$ cat config.mk
export PLATFORM = sky130hd
export DESIGN_NAME = player_jump_ctrl_flat
export DESIGN_NICKNAME = d
export VERILOG_FILES = /design/src/rtl/player_jump_ctrl_pkg.sv /design/src/rtl/player_jump_ctrl_if.sv /design/src/rtl/player_jump_ctrl_integrator.sv /design/src/rtl/player_jump_ctrl.sv /design/src/flat_wrapper.sv
export SDC_FILE = /design/constraint.sdc
export NUM_CORES = 1
export LEC_CHECK = 0
export ABC_CLOCK_PERIOD_IN_PS = 4100
export CAP_MARGIN = 0
export CORE_UTILIZATION = 45
export CTS_BUF_LIST = sky130_fd_sc_hd__clkbuf_8
export DETAILED_ROUTE_END_ITERATION = 16
export HOLD_SLACK_MARGIN = 0.05
export PLACE_DENSITY = 0.67
export SLEW_MARGIN = 15
export SYNTH_ARGS = -nofsm -noshare
export SYNTH_HDL_FRONTEND = slang
export SYNTH_SLANG_ARGS = --single-unit
$ cat constraint.sdc
create_clock -name clk -period 4.1 [get_ports clk]
set_input_delay 0.82 -clock clk [delete_from_list [all_inputs] [get_ports clk]]
set_output_delay 0.82 -clock clk [all_outputs]
set_load 0.03 [all_outputs]
$ cat src/rtl/player_jump_ctrl_pkg.sv
// Shared types and tuning defaults for the player jump controller, so the
// renderer and collision logic agree on the arc parameters.
package jump_pkg;

    typedef enum logic [1:0] {
        JS_GROUND  = 2'd0,
        JS_RISE    = 2'd1,
        JS_DESCEND = 2'd2,
        JS_FALLOUT = 2'd3
    } jump_state_t;

    localparam int DEF_HEIGHT_W  = 10;
    localparam int DEF_JUMP_VEL  = 14;
    localparam int DEF_GRAVITY   = 1;
    localparam int DEF_MAX_JUMPS = 2;
    localparam int DEF_FALL_STEP = 20;

    // Width of a counter able to hold 0..max_jumps.
    function automatic int jumps_w(input int max_jumps);
        return $clog2(max_jumps + 32'sd1);
    endfunction

endpackage

$ cat src/rtl/player_jump_ctrl_if.sv
// Control and status bundle between the game logic and the jump controller.
interface player_jump_ctrl_if
    import jump_pkg::*;
#(
    parameter int HEIGHT_W = DEF_HEIGHT_W,
    parameter int JL_W     = 2
) ();
    logic                tick;
    logic                jump;
    logic                fall_en;
    logic [HEIGHT_W-1:0] height;
    logic                airborne;
    logic                landed;
    logic [JL_W-1:0]     jumps_left;

    modport master (
        output tick, jump, fall_en,
        input  height, airborne, landed, jumps_left
    );

    modport slave (
        input  tick, jump, fall_en,
        output height, airborne, landed, jumps_left
    );
endinterface

$ cat src/rtl/player_jump_ctrl_integrator.sv
// Signed height/velocity datapath: launch load, gravity step with top/bottom
// saturation, landing clear and fall-out descent, strobed by the jump FSM.
module jump_integrator #(
    parameter int HEIGHT_W  = 10,
    parameter int JUMP_VEL  = 14,
    parameter int GRAVITY   = 1,
    parameter int FALL_STEP = 20
) (
    input  logic                clk,
    input  logic                reset,
    input  logic                fall,
    input  logic                clear,
    input  logic                load,
    input  logic                step,
    output logic [HEIGHT_W-1:0] height,
    output logic                land_hit,
    output logic                step_vel_neg
);
    localparam int VW = HEIGHT_W + 1;
    localparam int SW = HEIGHT_W + 2;
    localparam logic signed [SW-1:0] H_MAX  = SW'((32'd1 << HEIGHT_W) - 32'd1);
    localparam logic signed [SW-1:0] JV_S   = SW'(JUMP_VEL);
    localparam logic signed [SW-1:0] FS_S   = SW'(FALL_STEP);
    localparam logic signed [VW-1:0] G_V    = VW'(GRAVITY);
    localparam logic signed [VW-1:0] LOAD_V = VW'(JUMP_VEL - GRAVITY);

    logic [HEIGHT_W-1:0]   height_r;
    logic signed [VW-1:0]  vel_r;
    logic signed [SW-1:0]  sum_s;
    logic signed [SW-1:0]  launch_s;
    logic signed [SW-1:0]  fall_s;
    logic signed [VW-1:0]  vel_next_s;
    logic                  top_sat_s;

    // Candidate next heights; one guard bit above HEIGHT_W plus a sign bit.
    always_comb begin
        sum_s        = $signed({2'b00, height_r}) + $signed({vel_r[VW-1], vel_r});
        launch_s     = $signed({2'b00, height_r}) + JV_S;
        fall_s       = $signed({2'b00, height_r}) - FS_S;
        vel_next_s   = vel_r - G_V;
        top_sat_s    = (sum_s > H_MAX);
        land_hit     = sum_s[SW-1] || (sum_s == {SW{1'b0}});
        step_vel_neg = !top_sat_s && vel_next_s[VW-1];
    end

    // Height/velocity registers; strobes are mutually exclusive from the FSM.
    always_ff @(posedge clk or posedge reset) begin
        if (reset) begin
            height_r <= {HEIGHT_W{1'b0}};
            vel_r    <= {VW{1'b0}};
        end else if (fall) begin
            height_r <= fall_s[SW-1] ? {HEIGHT_W{1'b0}} : fall_s[HEIGHT_W-1:0];
            vel_r    <= {VW{1'b0}};
        end else if (clear) begin
            height_r <= {HEIGHT_W{1'b0}};
            vel_r    <= {VW{1'b0}};
        end else if (load) begin
            height_r <= (launch_s > H_MAX) ? H_MAX[HEIGHT_W-1:0] : launch_s[HEIGHT_W-1:0];
            vel_r    <= LOAD_V;
        end else if (step) begin
            if (top_sat_s) begin
                // Clamped at the ceiling: kill the velocity so the arc turns over.
                height_r <= H_MAX[HEIGHT_W-1:0];
                vel_r    <= {VW{1'b0}};
            end else begin
                height_r <= sum_s[SW-1] ? {HEIGHT_W{1'b0}} : sum_s[HEIGHT_W-1:0];
                vel_r    <= vel_next_s;
            end
        end
    end

    assign height = height_r;
endmodule

$ cat src/rtl/player_jump_ctrl.sv
// Player jump controller: tick-driven parabolic jump with multi-jump, landing
// pulse and a terminal fall-out mode used by the win animation.
module player_jump_ctrl
    import jump_pkg::*;
#(
    parameter int HEIGHT_W  = DEF_HEIGHT_W,
    parameter int JUMP_VEL  = DEF_JUMP_VEL,
    parameter int GRAVITY   = DEF_GRAVITY,
    parameter int MAX_JUMPS = DEF_MAX_JUMPS,
    parameter int FALL_STEP = DEF_FALL_STEP
) (
    input logic               clk,
    input logic               reset,
    player_jump_ctrl_if.slave bus
);
    localparam int JL_W = jumps_w(MAX_JUMPS);
    localparam logic [JL_W-1:0] JL_MAX = JL_W'(MAX_JUMPS);
    localparam logic [JL_W-1:0] JL_ONE = JL_W'(32'd1);

    jump_state_t         state_r;
    logic                pending_r;
    logic [JL_W-1:0]     jumps_left_r;
    logic                landed_r;
    logic                airborne_r;
    logic                jump_now_s;
    logic                fall_s;
    logic                clear_s;
    logic                load_s;
    logic                step_s;
    logic                land_hit_s;
    logic                step_vel_neg_s;
    logic [HEIGHT_W-1:0] height_s;

    // Tick action decode; fall-out beats landing, landing beats launch.
    always_comb begin
        jump_now_s = pending_r | bus.jump;
        fall_s     = 1'b0;
        clear_s    = 1'b0;
        load_s     = 1'b0;
        step_s     = 1'b0;
        if (bus.tick) begin
            if (bus.fall_en || state_r == JS_FALLOUT) begin
                fall_s = 1'b1;
            end else if (state_r == JS_DESCEND && land_hit_s) begin
                clear_s = 1'b1;
            end else if (jump_now_s && jumps_left_r != {JL_W{1'b0}}) begin
                load_s = 1'b1;
            end else if (state_r == JS_RISE || state_r == JS_DESCEND) begin
                step_s = 1'b1;
            end else begin
                step_s = 1'b0;
            end
        end else begin
            fall_s = 1'b0;
        end
    end

    // Jump state machine with registered status outputs.
    always_ff @(posedge clk or posedge reset) begin
        if (reset) begin
            state_r      <= JS_GROUND;
            pending_r    <= 1'b0;
            jumps_left_r <= JL_MAX;
            landed_r     <= 1'b0;
            airborne_r   <= 1'b0;
        end else begin
            landed_r <= 1'b0;
            if (fall_s) begin
                state_r    <= JS_FALLOUT;
                pending_r  <= 1'b0;
                airborne_r <= 1'b0;
            end else if (clear_s) begin
                // A press arriving around touchdown survives to launch next tick.
                state_r      <= JS_GROUND;
                pending_r    <= jump_now_s;
                jumps_left_r <= JL_MAX;
                landed_r     <= 1'b1;
                airborne_r   <= 1'b0;
            end else if (load_s) begin
                state_r      <= JS_RISE;
                pending_r    <= 1'b0;
                jumps_left_r <= jumps_left_r - JL_ONE;
                airborne_r   <= 1'b1;
            end else if (bus.tick) begin
                pending_r <= 1'b0;
                if (step_s && state_r == JS_RISE && step_vel_neg_s) begin
                    state_r <= JS_DESCEND;
                end
            end else if (bus.jump && state_r != JS_FALLOUT) begin
                pending_r <= 1'b1;
            end
        end
    end

    jump_integrator #(
        .HEIGHT_W  (HEIGHT_W),
        .JUMP_VEL  (JUMP_VEL),
        .GRAVITY   (GRAVITY),
        .FALL_STEP (FALL_STEP)
    ) u_integrator (
        .clk          (clk),
        .reset        (reset),
        .fall         (fall_s),
        .clear        (clear_s),
        .load         (load_s),
        .step         (step_s),
        .height       (height_s),
        .land_hit     (land_hit_s),
        .step_vel_neg (step_vel_neg_s)
    );

    assign bus.height     = height_s;
    assign bus.airborne   = airborne_r;
    assign bus.landed     = landed_r;
    assign bus.jumps_left = jumps_left_r;
endmodule

$ cat src/flat_wrapper.sv
// flat-port wrapper written by rule: the top's interface ports become plain ports
module player_jump_ctrl_flat import jump_pkg::*;
#(
    parameter int HEIGHT_W  = DEF_HEIGHT_W,
    parameter int JUMP_VEL  = DEF_JUMP_VEL,
    parameter int GRAVITY   = DEF_GRAVITY,
    parameter int MAX_JUMPS = DEF_MAX_JUMPS,
    parameter int FALL_STEP = DEF_FALL_STEP
)
  (clk, reset, bus_tick, bus_jump, bus_fall_en, bus_height, bus_airborne, bus_landed, bus_jumps_left);
  player_jump_ctrl_if #(.HEIGHT_W(HEIGHT_W), .JL_W(2)) bus_i ();
  input logic clk;
  input logic reset;
  input wire logic [$bits(bus_i.tick)-1:0] bus_tick;
  input wire logic [$bits(bus_i.jump)-1:0] bus_jump;
  input wire logic [$bits(bus_i.fall_en)-1:0] bus_fall_en;
  output wire logic [$bits(bus_i.height)-1:0] bus_height;
  output wire logic [$bits(bus_i.airborne)-1:0] bus_airborne;
  output wire logic [$bits(bus_i.landed)-1:0] bus_landed;
  output wire logic [$bits(bus_i.jumps_left)-1:0] bus_jumps_left;
  assign bus_i.tick = bus_tick;
  assign bus_i.jump = bus_jump;
  assign bus_i.fall_en = bus_fall_en;
  assign bus_height = bus_i.height;
  assign bus_airborne = bus_i.airborne;
  assign bus_landed = bus_i.landed;
  assign bus_jumps_left = bus_i.jumps_left;
  player_jump_ctrl #(.HEIGHT_W(HEIGHT_W), .JUMP_VEL(JUMP_VEL), .GRAVITY(GRAVITY), .MAX_JUMPS(MAX_JUMPS), .FALL_STEP(FALL_STEP)) u_core (.clk(clk), .reset(reset), .bus(bus_i));
endmodule
# Yosys cells after proc, flatten, opt, wreduce, memory -nomap -nowiden
# Cells that the tools add are included.
# W data, S select, Z words.
# classes
n_addsub	5
magnitude_cmp	2
n_eq_ne	4
mux	44
n_bitwise	2
reduce_logical	20
# ops
cell	n
$mux W10	8
$mux W11	5
$mux W1	24
$mux W2	7
$add A11 B11 Y12	1
$gt A12 B11 Y1 const B	1
$logic_not A12 Y1	1
$reduce_bool A4 Y1	3
$add A10 B4 Y11 const B	1
$gt A11 B10 Y1 const B	1
$sub A10 B5 Y11 const B	1
$sub A11 B2 Y11 const B	1
$logic_and A1 B1 Y1	6
$reduce_bool A5 Y1	1
$eq A2 B2 Y1 const B	2
$reduce_and A2 Y1	2
$reduce_bool A2 Y1	2
$logic_or A1 B1 Y1	3
$reduce_bool A3 Y1	1
$eq A2 B1 Y1 const B	1
$ne A2 B2 Y1 const B	1
$sub A2 B1 Y2 const B	1
$logic_not A1 Y1	1
$not A1 Y1	1
$or A1 B1 Y1	1
# totals
regBits	28
out_inout_bits	14
elab_cells	84

# Logic depth before layout (Yosys ltp)
# depth
ltp_word	14
depth_mapped	13
mapped_depth_nobuf	11

# Cells and area by module
# A second synthesis with hierarchy kept.
# hier_totals
hier_cells	322
area_unflattened_um2	2611.3
# by_module_without_submodules
module	instances	cells_per_inst	area_each_um2	seq_area_each_um2
jump_integrator	1	277	2155.8	525.5
player_jump_ctrl	1	45	455.4	176.4

# Worst setup path before layout
# No wires, ideal clock.
# synth_path
path_kind	register -> register
from	register u_core.u_integrator.height_r[0] (netlist: u_core.u_integrator.height[0])
to	register u_core.u_integrator.height_r[5] (netlist: u_core.u_integrator.height[5])
setup_ns	0.126
arrival_ns	3.358
setup_slack_ns	0.616
stages_incl_launch_ff	14
path_buffers	2
cell_sequence	dfrtp_1 > ha_1 > inv_1 > fa_1 > nor2b_1 > o22ai_1 > xor2_1 > nand3b_1 > or4_1 > buf_2 > o311a_4 > and3_1 > buf_6 > a221o_1
# synth_via
elab_chain_cells	10
word_cells_on_any_way	26
# synth_rtl
element	line_no	source
start, declared	player_jump_ctrl_integrator.sv:27	logic [HEIGHT_W-1:0] height_r;
start signal, assigned	player_jump_ctrl_integrator.sv:49	height_r <= {HEIGHT_W{1'b0}};
start signal, assigned	player_jump_ctrl_integrator.sv:52	height_r <= fall_s[SW-1] ? {HEIGHT_W{1'b0}} : fall_s[HEIGHT_W-1:0];
start signal, assigned	player_jump_ctrl_integrator.sv:55	height_r <= {HEIGHT_W{1'b0}};
branches (longest 10 deep; another with $add A11 B11 Y12)	--	
# Parallel ways; which one is timed is not known. The select of a mux whose other input is x is not followed.
# A chain may end at the register's enable or synchronous reset.

# Worst setup path in the final report
# layout_path
from	register u_core.u_integrator.height_r[0] (netlist: u_core.u_integrator.height[0])
to	register u_core.u_integrator.height_r[0] (netlist: u_core.u_integrator.height[0])
# Same word-level chain as after synthesis.

==> reports/qor_table.md <==
| Parameter | Value |
|---|---|
| Result of the run | completed |
| Global-route wire length before repair | 12.39 mm |
| Static leakage power | 1.360 nW |
| Cells after Synth | 333 |
| Mean Syn Cell Area | 8.338 um2 |
| Number of buffers added by the clock tree synthesis step | 3 |
| Highest achievable clock rate | 259.6 MHz |
| GR Overflow Total | 0 |
| Post-cts gate resize count | 0 |
| Area of the die | 6488 um2 |
| Diode insertion count for antenna repair | 0 |
| Die width | 80.55 um |
| Initial antenna violation count | 0 |
| Critical path class | reg -> reg |
| Cell depth of the worst flop-to-flop path | 11 |
| Summed negative setup slack over all endpoints | 0 ns |
| CTS Buffer Depth | 2 |
| Flop and latch count out of synthesis | 28 |
| Final routed wire length divided by cell count | 18.16 um |
| Via count normalized by instance count | 6.406 |
| Post-synth EDFFs | 0 |
| Total length of routed wires | 7.735 mm |
| Wire length on met1 | 3.623 mm |
| DR iter-0 viols | 201 |
| Clk_skew | 0.004752 ns |
| Endpoint of the worst-slack reg-to-reg timing path | u_core.u_integrator.height[0] |
| Synth unique cells | 70 |
| Unrepaired setup endpoints after global routing | no |
| Sum of met2 wire segment lengths after detailed routing | 3.542 mm |
| Min-delay worst type | reg -> reg |
| P&R area growth vs syn | 11.81% |
| Maximum net fanout on the critical path | 10 |
| VDD IR-drop max | 391.2 uV |
| Power Total | 1.612 mW |
| GRT Total Usage | 24.92% |
| First-pass iteration count of the detailed router | 5 |
| Mapped Nets | 357 |
| Net count of the finished layout | 376 |
| Type of element capturing the critical path | flop |
| Most used cells in the layout excluding fill and tap cells | sky130_fd_sc_hd__a21oi_1, sky130_fd_sc_hd__dfrtp_1, sky130_fd_sc_hd__nand2_1, sky130_fd_sc_hd__ha_1, sky130_fd_sc_hd__clkdlybuf4s50_1 |
| Leading register cell type out of synthesis | sky130_fd_sc_hd__dfrtp_1 |
| Instance count along the most critical hold path | 1 |
| Clock-pin slew reported for the worst setup and hold paths after clock tree synthesis | 0.10 ns |
| CTS hold repair buffers | 0 |
| WP data arrival | 4.03 ns |
| Cell area after placement | 3049 um2 |
| Number of global-route vias before repair | 2530 |
| Initial core utilization | 46.89% |
| Cell area power density | 519.2 nW/um2 |
| DR top layer | met4 |
| Final hold vios | 0 |
| Worst reg2reg path startpoint | u_core.u_integrator.height[0] |
| Latest clock arrival within the worst-skew pair | 0.28 ns |
| Fin Hold WS | 0.5075 ns |
| HPWL after detailed placement | 5.955 mm |
| Standard cell core area | 5921 um2 |
| Most common cell after layout, fill and taps aside | sky130_fd_sc_hd__a21oi_1 |
| Setup violation total in the final timing report | 0 |
| Hold Path End | u_core.pending_r |
| Worst setup slack for register-to-register paths | 0.25 ns |
| Final-report max-slew violation count | 0 |
| Worst hold path startpoint | u_core.pending_r |
| Max-cap check violation count | 0 |
| Master cell of the clock root buffer | sky130_fd_sc_hd__clkbuf_8 |
| Ratio of cells with drive above 1 in the final layout | 10.54% |
| CTS HTree Levels | 1 |
| Required @ worst endpoint | 4.28 ns |
| I/O pin cnt | 19 |
| Number of placement rows | 28 |
| GP Congestion | 0.9515 |
| Type of element launching the critical path | flop |
| Transition time at the pin with the least slew margin | 0.6265 ns |
| Post-route fraction of the period consumed by the critical path | 93.96% |
| Clock sink count | 28 |
| Number of buffers inserted by port buffering | 18 |
| Synthesized area | 2776 um2 |
| Via count of the routed design | 2729 |
| Number of post-CTS setup repair buffers | 0 |
| Antenna violation net count after detailed routing | 0 |
| Y dimension of the die | 80.55 um |
| YS warnings | 0 |
| Pin count of the biggest net entering global routing | 29 |
| Routed met3 length | 502 um |
| Max-slew headroom | 57.88% |
| Proportion of synthesized flip-flops having asynchronous set or reset | 100.0% |
| Residual DRC count | 0 |
| Summed area of non-filler cells in the final layout | 3104 um2 |
| Min Tclk post-route | 3.852 ns |
| CTS tree | yes |
| Post-synthesis sequential area ratio | 25.28% |
-- state kept, by name, indices dropped and copies added (netlist names) --
| register | flops |
|---|---|
| u_core.u_integrator.vel_r | 11 |
| u_core.u_integrator.height | 10 |
| u_core.bus.jumps_left | 2 |
| u_core.state_r | 2 |
| u_core.bus.airborne | 1 |
| u_core.bus.landed | 1 |
| u_core.pending_r | 1 |
-- worst max-delay path, cell delays in order, from the launching register on --
cell and delay (ns):
sky130_fd_sc_hd__dfrtp_1 0.46, sky130_fd_sc_hd__ha_1 0.23, sky130_fd_sc_hd__inv_1 0.07, sky130_fd_sc_hd__fa_1 0.42
sky130_fd_sc_hd__nor2b_1 0.17, sky130_fd_sc_hd__o211ai_1 0.21, sky130_fd_sc_hd__mux2i_1 0.29, sky130_fd_sc_hd__o211ai_1 0.18
sky130_fd_sc_hd__or4_1 0.61, sky130_fd_sc_hd__o211ai_2 0.46, sky130_fd_sc_hd__nand2_1 0.24, sky130_fd_sc_hd__o32a_1 0.40
-- Yosys cell counts (7+ instances only) --
| master | number | area [um2] |
|---|---|---|
| sky130_fd_sc_hd__o211ai_1 | 9 | 67.56 |
| sky130_fd_sc_hd__ha_1 | 18 | 225.2 |
| sky130_fd_sc_hd__inv_1 | 17 | 63.81 |
| sky130_fd_sc_hd__nand3_1 | 10 | 50.05 |
| sky130_fd_sc_hd__dfrtp_1 | 27 | 675.7 |
| sky130_fd_sc_hd__nor2_1 | 17 | 63.81 |
| sky130_fd_sc_hd__o21ai_0 | 13 | 65.06 |
| sky130_fd_sc_hd__nand2_1 | 22 | 82.58 |
| sky130_fd_sc_hd__a21oi_1 | 30 | 150.1 |
| sky130_fd_sc_hd__or3_1 | 9 | 56.30 |
| sky130_fd_sc_hd__nor3_1 | 16 | 80.08 |
| sky130_fd_sc_hd__xnor2_1 | 7 | 61.31 |
-- power breakdown --
part	internal, mW	switching [mW]	total (mW)
Sequential	0.330	0.102	0.432
Clock	0.0863	0.0939	0.180
Combinational	0.426	0.573	0.999
Total	0.842	0.770	1.61
-- per-layer routing --
metal	vias to the layer above	track usage, %
met5	-	0
met4	0	5.893
met3	7	4.091
met2	109	41.44
met1	1304	33.38
li1	1309	-
-- worst max path at each step --
stage                                   from                       endpoint  slack (ns)  cells after the start
2_1_floorplan  u_core.u_integrator.height[0]  u_core.u_integrator.height[5]        0.62                     13
3_3_place_gp   u_core.u_integrator.height[0]  u_core.u_integrator.height[9]        0.42                     11
3_5_place_dp   u_core.u_integrator.height[0]  u_core.u_integrator.height[0]        0.36                     11
4_1_cts        u_core.u_integrator.height[0]  u_core.u_integrator.height[0]        0.34                     11
5_1_grt         u_core.u_integrator.vel_r[0]  u_core.u_integrator.height[2]         0.1                     11
6_report       u_core.u_integrator.height[0]  u_core.u_integrator.height[0]        0.25                     11
-- kinds of logic after synthesis --
| kind of cell | share of synthesized area, % |
|---|---|
| xor gates and xnor gates | 3.785 |
| buffers and inverters | 4.777 |
| AOI/OAI and AO/OA | 31.55 |
| and+or+nand+nor | 24.65 |
| adders and majority gates | 8.833 |
| DFF | 25.28 |
| muxes | 1.127 |
-- cell type report --
cell class	count	area (um2)
Multi-Input combinational cell	275	1942
Fill cell	554	2816
Inverter	17	63.81
Timing Repair Buffer	27	247.7
Tap cell	75	93.84
Clock buffer	4	55.05
Sequential cell	28	701.9
-- through the flow --
stage / setup slack [ns] / utilization [%] / cells
after floorplan: 0.6157 / - / 333
after global placement: 0.4234 / 51.50 / 422
after detailed placement: 0.3612 / 51.50 / 422
after CTS: 0.3431 / 52.43 / 426
after global routing: 0.09933 / 52.43 / 426
final: 0.2476 / 52.43 / 426
Power figures use the tool's default switching activity.
